[config.mk]
export PLATFORM = sky130hd
export DESIGN_NAME = msg_endpoint_flat
export DESIGN_NICKNAME = d
export VERILOG_FILES = /design/src/rtl/msg_pkg.sv /design/src/rtl/msg_endpoint_if.sv /design/src/rtl/msg_regfile.sv /design/src/rtl/msg_endpoint.sv /design/src/flat_wrapper.sv
export SDC_FILE = /design/constraint.sdc
export NUM_CORES = 1
export LEC_CHECK = 0
export ABC_CLOCK_PERIOD_IN_PS = 5400
export BUFFER_PORTS_ARGS = -buffer_cell sky130_fd_sc_hd__buf_2
export CORE_MARGIN = 4
export CORE_UTILIZATION = 45
export DETAILED_ROUTE_END_ITERATION = 10
export GPL_ROUTABILITY_DRIVEN = 0
export MAX_ROUTING_LAYER = met4
export SYNTH_ARGS = -nofsm -noshare
export SYNTH_HDL_FRONTEND = slang
export SYNTH_SLANG_ARGS = --single-unit
[constraint.sdc]
create_clock -name clk -period 5.4 [get_ports clk]
set_clock_uncertainty 0.2 [all_clocks]
set_input_delay 1.35 -clock clk [delete_from_list [all_inputs] [get_ports clk]]
set_output_delay 1.35 -clock clk [all_outputs]
set_load 0.005 [all_outputs]
[src/rtl/msg_pkg.sv]
// Shared constants, field positions and FSM state type for the message endpoint.
// Request and reply layouts are defined here once and sliced everywhere else.
package msg_pkg;

    localparam int W_MSG  = 64;
    localparam int W_DATA = 32;
    localparam int W_OPC  = 4;
    localparam int W_SRC  = 4;
    localparam int W_NODE = 4;
    localparam int W_ADDR = 3;
    localparam int N_REGS = 8;
    localparam int W_CNT  = 8;

    // Request fields
    localparam int OPC_LSB  = 60;
    localparam int SRC_LSB  = 56;
    localparam int ADDR_LSB = 53;
    localparam int RSVD_LSB = 32;
    localparam int W_RSVD   = 21;
    localparam int DATA_LSB = 0;

    // Reply fields; code and result share the request's opcode/data positions
    localparam int RPL_NODE_LSB = 56;
    localparam int RPL_ADDR_LSB = 53;
    localparam int RPL_SRC_LSB  = 49;

    localparam logic [W_OPC-1:0] OP_NOP   = 4'h0;
    localparam logic [W_OPC-1:0] OP_WRITE = 4'h1;
    localparam logic [W_OPC-1:0] OP_READ  = 4'h2;
    localparam logic [W_OPC-1:0] OP_ADD   = 4'h3;

    localparam logic [W_OPC-1:0] RC_RESP = 4'h8;
    localparam logic [W_OPC-1:0] RC_ERR  = 4'hF;

    localparam logic [W_CNT-1:0] ERR_CNT_MAX = 8'hFF;

    typedef enum logic [1:0] {
        IDLE,
        POP,
        EXEC,
        SEND
    } state_t;

    function automatic logic [W_MSG-1:0] build_reply(
        input logic [W_OPC-1:0]  code,
        input logic [W_NODE-1:0] node,
        input logic [W_ADDR-1:0] addr,
        input logic [W_SRC-1:0]  src,
        input logic [W_DATA-1:0] result
    );
        logic [W_MSG-1:0] r;
        r = '0;
        r[OPC_LSB      +: W_OPC]  = code;
        r[RPL_NODE_LSB +: W_NODE] = node;
        r[RPL_ADDR_LSB +: W_ADDR] = addr;
        r[RPL_SRC_LSB  +: W_SRC]  = src;
        r[DATA_LSB     +: W_DATA] = result;
        return r;
    endfunction

endpackage

[src/rtl/msg_endpoint_if.sv]
// Inbound/outbound FIFO handshake bundle; master is the FIFO side, slave the endpoint.
interface msg_endpoint_if;

    logic                      in_msg_rdy;
    logic [msg_pkg::W_MSG-1:0] in_msg;
    logic                      in_msg_ack;
    logic                      out_msg_rdy;
    logic [msg_pkg::W_MSG-1:0] out_msg;
    logic                      out_msg_ack;

    modport master (
        output in_msg_rdy, in_msg, out_msg_ack,
        input  in_msg_ack, out_msg_rdy, out_msg
    );

    modport slave (
        input  in_msg_rdy, in_msg, out_msg_ack,
        output in_msg_ack, out_msg_rdy, out_msg
    );

endinterface

[src/rtl/msg_regfile.sv]
// 8x32 register file: combinational read port, synchronous write port.
module msg_regfile
    import msg_pkg::*;
(
    input  logic              clk,
    input  logic              rst,
    input  logic [W_ADDR-1:0] rd_addr_i,
    output logic [W_DATA-1:0] rd_data_o,
    input  logic              we_i,
    input  logic [W_ADDR-1:0] wr_addr_i,
    input  logic [W_DATA-1:0] wr_data_i
);

    logic [W_DATA-1:0] mem_q [N_REGS];

    assign rd_data_o = mem_q[rd_addr_i];

    // NOTE: eight words are small enough to live in flops, so every entry
    // is cleared on reset; a RAM-backed file could not be reset like this.
    always_ff @(posedge clk) begin
        if (rst) begin
            for (int i = 0; i < N_REGS; i++) begin
                mem_q[i] <= '0;
            end
        end else if (we_i) begin
            mem_q[wr_addr_i] <= wr_data_i;
        end
    end

endmodule

[src/rtl/msg_endpoint.sv]
// Message endpoint: pops one request, executes it on the register file and
// presents the reply until the outbound FIFO acknowledges it.
module msg_endpoint
    import msg_pkg::*;
#(
    parameter logic [W_NODE-1:0] NODE_ID = 4'h0
) (
    input  logic             clk,
    input  logic             rst,
    msg_endpoint_if.slave    msg,
    output logic             busy,
    output logic [W_CNT-1:0] err_cnt
);

    state_t            state_q;
    logic [W_OPC-1:0]  opc_q;
    logic [W_SRC-1:0]  src_q;
    logic [W_ADDR-1:0] addr_q;
    logic [W_DATA-1:0] data_q;
    logic [W_MSG-1:0]  out_msg_q;
    logic [W_CNT-1:0]  err_cnt_q;

    logic [W_DATA-1:0] rd_data;
    logic [W_DATA-1:0] sum_d;
    logic [W_DATA-1:0] result_d;
    logic [W_DATA-1:0] wr_data_d;
    logic [W_OPC-1:0]  code_d;
    logic              we_d;
    logic              reply_d;
    logic              err_d;

    // The reserved request bits carry nothing the endpoint needs.
    logic unused_rsvd;
    assign unused_rsvd = ^msg.in_msg[RSVD_LSB +: W_RSVD];

    msg_regfile u_regfile (
        .clk       (clk),
        .rst       (rst),
        .rd_addr_i (addr_q),
        .rd_data_o (rd_data),
        .we_i      (we_d && (state_q == EXEC)),
        .wr_addr_i (addr_q),
        .wr_data_i (wr_data_d)
    );

    assign sum_d = rd_data + data_q;

    // NOTE: every output gets a default before the case so no path can
    // leave one unassigned and infer a latch.
    always_comb begin
        we_d      = 1'b0;
        wr_data_d = data_q;
        result_d  = '0;
        code_d    = RC_RESP;
        reply_d   = 1'b1;
        err_d     = 1'b0;
        case (opc_q)
            OP_NOP:   reply_d = 1'b0;
            OP_WRITE: begin
                we_d     = 1'b1;
                result_d = data_q;
            end
            OP_READ:  result_d = rd_data;
            OP_ADD: begin
                we_d      = 1'b1;
                wr_data_d = sum_d;
                result_d  = sum_d;
            end
            default: begin
                code_d   = RC_ERR;
                result_d = {{(W_DATA - W_OPC){1'b0}}, opc_q};
                err_d    = 1'b1;
            end
        endcase
    end

    // NOTE: all state here updates with non-blocking assignments so every
    // register samples pre-edge values regardless of statement order.
    always_ff @(posedge clk) begin
        if (rst) begin
            state_q   <= IDLE;
            opc_q     <= '0;
            src_q     <= '0;
            addr_q    <= '0;
            data_q    <= '0;
            out_msg_q <= '0;
            err_cnt_q <= '0;
        end else begin
            case (state_q)
                IDLE: if (msg.in_msg_rdy) begin
                    opc_q   <= msg.in_msg[OPC_LSB  +: W_OPC];
                    src_q   <= msg.in_msg[SRC_LSB  +: W_SRC];
                    addr_q  <= msg.in_msg[ADDR_LSB +: W_ADDR];
                    data_q  <= msg.in_msg[DATA_LSB +: W_DATA];
                    state_q <= POP;
                end
                POP:  state_q <= EXEC;
                EXEC: begin
                    if (reply_d) begin
                        out_msg_q <= build_reply(code_d, NODE_ID, addr_q, src_q, result_d);
                        state_q   <= SEND;
                    end else begin
                        state_q <= IDLE;
                    end
                    if (err_d && (err_cnt_q != ERR_CNT_MAX)) begin
                        err_cnt_q <= err_cnt_q + 8'd1;
                    end
                end
                SEND: if (msg.out_msg_ack) state_q <= IDLE;
                default: state_q <= IDLE;
            endcase
        end
    end

    assign msg.in_msg_ack  = (state_q == POP);
    assign msg.out_msg_rdy = (state_q == SEND);
    assign msg.out_msg     = out_msg_q;
    assign busy            = (state_q != IDLE);
    assign err_cnt         = err_cnt_q;

endmodule

[src/flat_wrapper.sv]
// flat-port wrapper written by rule: the top's interface ports become plain ports
module msg_endpoint_flat import msg_pkg::*;
#(
    parameter logic [W_NODE-1:0] NODE_ID = 4'h0
)
  (clk, rst, busy, err_cnt, msg_in_msg_rdy, msg_in_msg, msg_out_msg_ack, msg_in_msg_ack, msg_out_msg_rdy, msg_out_msg);
  msg_endpoint_if msg_i ();
  input  logic clk;
  input  logic rst;
  output logic busy;
  output logic [W_CNT-1:0] err_cnt;
  input wire logic [$bits(msg_i.in_msg_rdy)-1:0] msg_in_msg_rdy;
  input wire logic [$bits(msg_i.in_msg)-1:0] msg_in_msg;
  input wire logic [$bits(msg_i.out_msg_ack)-1:0] msg_out_msg_ack;
  output wire logic [$bits(msg_i.in_msg_ack)-1:0] msg_in_msg_ack;
  output wire logic [$bits(msg_i.out_msg_rdy)-1:0] msg_out_msg_rdy;
  output wire logic [$bits(msg_i.out_msg)-1:0] msg_out_msg;
  assign msg_i.in_msg_rdy = msg_in_msg_rdy;
  assign msg_i.in_msg = msg_in_msg;
  assign msg_i.out_msg_ack = msg_out_msg_ack;
  assign msg_in_msg_ack = msg_i.in_msg_ack;
  assign msg_out_msg_rdy = msg_i.out_msg_rdy;
  assign msg_out_msg = msg_i.out_msg;
  msg_endpoint #(.NODE_ID(NODE_ID)) u_core (.clk(clk), .rst(rst), .msg(msg_i), .busy(busy), .err_cnt(err_cnt));
endmodule
==> results by group <==
Drt
  – Post-Route WL: 46.7 mm
  – DRC violations left: 0
  – Via count: 12.1k
  – First-pass DRT Iterations: 7
  – WL/cell: 22.0 um
  – Vias/cell: 5.69
  – Initial DRC Count: 1,114
  – Final ANT Viol Nets: 0

Clocking
  – H-tree levels: 2
  – Clock Sink Count: 353
  – Post-CTS setup buffer count: 0
  – Clock transition at path regs: 0.06 ns
  – Total CTS buffers: 36
  – Cts repair resizes: 0
  – Clock latency on the worst-skew pair: 0.54 ns
  – CTS tree: built
  – Post-CTS Hold Buffers: 0
  – Clock root buffer: clkbuf_16
  – CTS Buffer Depth: 3

Logic synthesis
  – Yosys cell types: 65
  – Synthesis-stage register bit count: 353
  – Number of flops mapped to enable cells by yosys: 256
  – Syn Area/Cell: 11.3 um2
  – FFs w/ async S/R, synth: 0%
  – Post-Syn Area: 17,100 um2
  – Predominant post-synthesis flop cell: edfxtp_1
  – Synth warnings: 0
  – Sequential fraction of the synthesis area: 56.3%
  – Post-Synthesis Cells: 1,509

Critical path
  – Slowest CP cell: dfxtp_4
  – Crit path required time: 5.47 ns
  – Worst Reg2Reg Path Length in Cells: 12
  – Crit path DAT: 4.95 ns
  – Crit-path cells: buf_12, mux4_2, mux2_2, ha_1, nor3b_1, o21ai_0, a31oi_1, a221o_1, mux2i_2, a21oi_2, xnor2_2, nor2_1
  – CP Max Fanout: 19
  – Crit start category: register
  – Classification of the worst setup path: reg2reg
  – Crit path largest cell delay: 0.63 ns
  – CP Capture Type: register

Placed design
  – Port bufs: 100
  – DP Worst Slack: 0.550 ns
  – Placed Cells: 2,060
  – Final HPWL DP: 30.3 mm

Timing
  – Fin worst setup slack: 0.524 ns
  – Sum of negative setup slack: 0 ns
  – Minimum clock period after layout: 4.88 ns
  – Final hold vios: 0
  – Fmax: 0.205 GHz
  – Final Cycle Share: 90.3%
  – Final setup viols: 0
  – Slew Viols, Final: 0
  – Max_slew headroom: 24.1%
  – RSZ-0062 raised after global routing: false
  – Worst-margin pin slew: 1.14 ns
  – Final hold slack: 0.251 ns

Hold path
  – Worst min-delay path class: reg2reg
  – Worst Hold Depth: 2

Finish
  – Fin cells: 2,121
  – Util after Layout: 51.4%
  – ANT cells: 0
  – Share of cells above drive strength 1: 20.5%
  – Syn-to-layout area delta: 12.9%
  – # nets final: 1,688

Floorplan
  – DIE WIDTH: 203 um
  – Die Ht: 203 um
  – Total die area: 41,200 um2
  – Row count: 71
  – Core Area: 37,600 um2
  – # IOs: 143
  – Initial Util: 45.5%

GRT
  – Pin count of the biggest net entering global routing: 51
  – Vias in the first global route: 12.0k
  – Initial antenna violation count: 0
  – Residual overflow from global routing: 0
  – First-pass GRT wire length: 70.9 mm
  – Tot GR Track Use: 23.0%

Flow run
  – Max-cap violations: 0

Power and ir drop
  – Cell area power density: 323 nW/um2
  – Leakage: 0.00677 uW
  – VDD IR max: 165 uV

Outcome
  – Outcome: completed
## stage by stage
stage / power, uW / instance area, um2
6_report: 6230 / 19300
5_1_grt: 6470 / 19300
4_1_cts: 6280 / 19300
3_5_place_dp: 3890 / 18200
3_3_place_gp: 3880 / 18200
2_1_floorplan: 3650 / 17200
## registers in the layout, summed over array words and instances, names as in the netlist, named ones only
signal                  cells
u_core.u_regfile.mem_q    256
u_core.data_q              32
u_core.state_q              2
u_core.opc_q                4
u_core.src_q                4
u_core.addr_q               3
u_core.err_cnt              8
u_core.msg.out_msg         41
## synth_stat cells, drive strengths merged, types with 4 or more instances
cell	count	share of area, %
buf	41	1.5
mux2i	27	1.7
a32oi	5	0.26
ha	32	2.3
mux2	39	2.6
xnor2	19	1.0
nand2b	12	0.44
a222oi	7	0.41
a22o	6	0.31
nand3b	4	0.18
or3	4	0.15
a31oi	5	0.22
nor2	312	6.9
clkbuf	86	1.9
a221oi	7	0.39
nand3	15	0.44
nor3	15	0.44
mux4	64	8.4
nor3b	4	0.18
xor2	11	0.56
and2	5	0.18
a21oi	117	3.5
dfxtp	97	11
a21boi	4	0.18
o21a	5	0.22
a221o	4	0.23
nor2b	6	0.22
nand2	159	3.5
a21o	11	0.48
a22oi	15	0.66
o31ai	4	0.18
inv	17	0.37
a211oi	15	0.66
nand4	14	0.51
edfxtp	256	45
o21ai	35	1.0
## critical path, delay by kind of cell, from the launching register on
family          cells  cell delay [ns]
compound gates      4             1.16
mux                 3             1.15
flops               1             0.63
simple gates        2             0.45
xor+xnor            1             0.43
fa+ha+maj           1             0.34
buf+inv             1             0.23
## metal layers
| metal | part of all wire, % | up-vias | wire length [um] | global-route usage (%) |
|---|---|---|---|---|
| li1 | - | 5603 | - | - |
| met2 | 48 | 382 | 22600 | 37.9 |
| met5 | 0 | - | 0 | - |
| met3 | 6.1 | 70 | 2860 | 3.61 |
| met1 | 43 | 6013 | 20300 | 30.5 |
| met4 | 2.1 | 0 | 971 | 5.46 |
## logic make-up (layout without fill, tap and decap cells)
| kind of cell | count (synthesis) | count (layout) | share of synthesized area [%] |
|---|---|---|---|
| AO/OA/AOI/OAI | 258 | 258 | 9.66 |
| multiplexers | 130 | 130 | 12.7 |
| other | 1 | 21 | 0.0219 |
| flip-flops | 353 | 353 | 56.3 |
| XOR/XNOR | 30 | 30 | 1.58 |
| AND/OR/NAND/NOR | 560 | 560 | 13.5 |
| buffers and inverters | 144 | 225 | 3.75 |
| adder cells (fa/ha/maj) | 33 | 33 | 2.46 |
## worst paths after layout
check	endpoint	start	slack, ns
worst max-delay path	u_core.u_regfile.mem_q[6][31]	register	0.52
worst min-delay path	u_core.msg.out_msg[49]	u_core.msg.out_msg[49]	0.25
worst max register to register	u_core.u_regfile.mem_q[6][31]	register	0.52
worst min register to register	u_core.msg.out_msg[49]	u_core.msg.out_msg[49]	0.25
## power breakdown
| part | total [uW] | leakage [uW] | switching, uW | internal (uW) |
|---|---|---|---|---|
| sequential | 3060 | 0.00343 | 70.8 | 2990 |
| combinational | 784 | 0.00281 | 486 | 298 |
| clock | 2390 | 0.000530 | 1040 | 1350 |
| total | 6230 | 0.00677 | 1600 | 4640 |
## layout by cell type, fill, tap and decap left out, types with 6 or more instances in the layout
cell       count
clkbuf_16     36
a211oi_1      15
buf_4         44
nand3_1       15
a22oi_1       15
ha_1          32
a222oi_1       7
a21o_1        11
clkbuf_1       8
mux2i_1       23
nand4_1       14
nand2_1      157
conb_1        21
inv_1         17
o21ai_0       30
nor2b_1        6
a21oi_1      113
edfxtp_1     256
dfxtp_1       95
xor2_1        11
buf_2         99
xnor2_1       18
a221oi_1       6
nor3_1        14
a22o_1         6
nand2b_2       8
nor2_1       309
mux2_2        39
mux4_2        64
## layout make-up
| class | count | area [um2] |
|---|---|---|
| clock buffers | 45 | 945 |
| clock inverters | 16 | 163 |
| fillers | 3336 | 18300 |
| inverters | 17 | 63.8 |
| multi-input cells | 1032 | 6950 |
| flip-flops and latches | 353 | 9630 |
| well taps | 511 | 639 |
| repair buffers | 147 | 906 |
(Power assumes the default switching activity.)
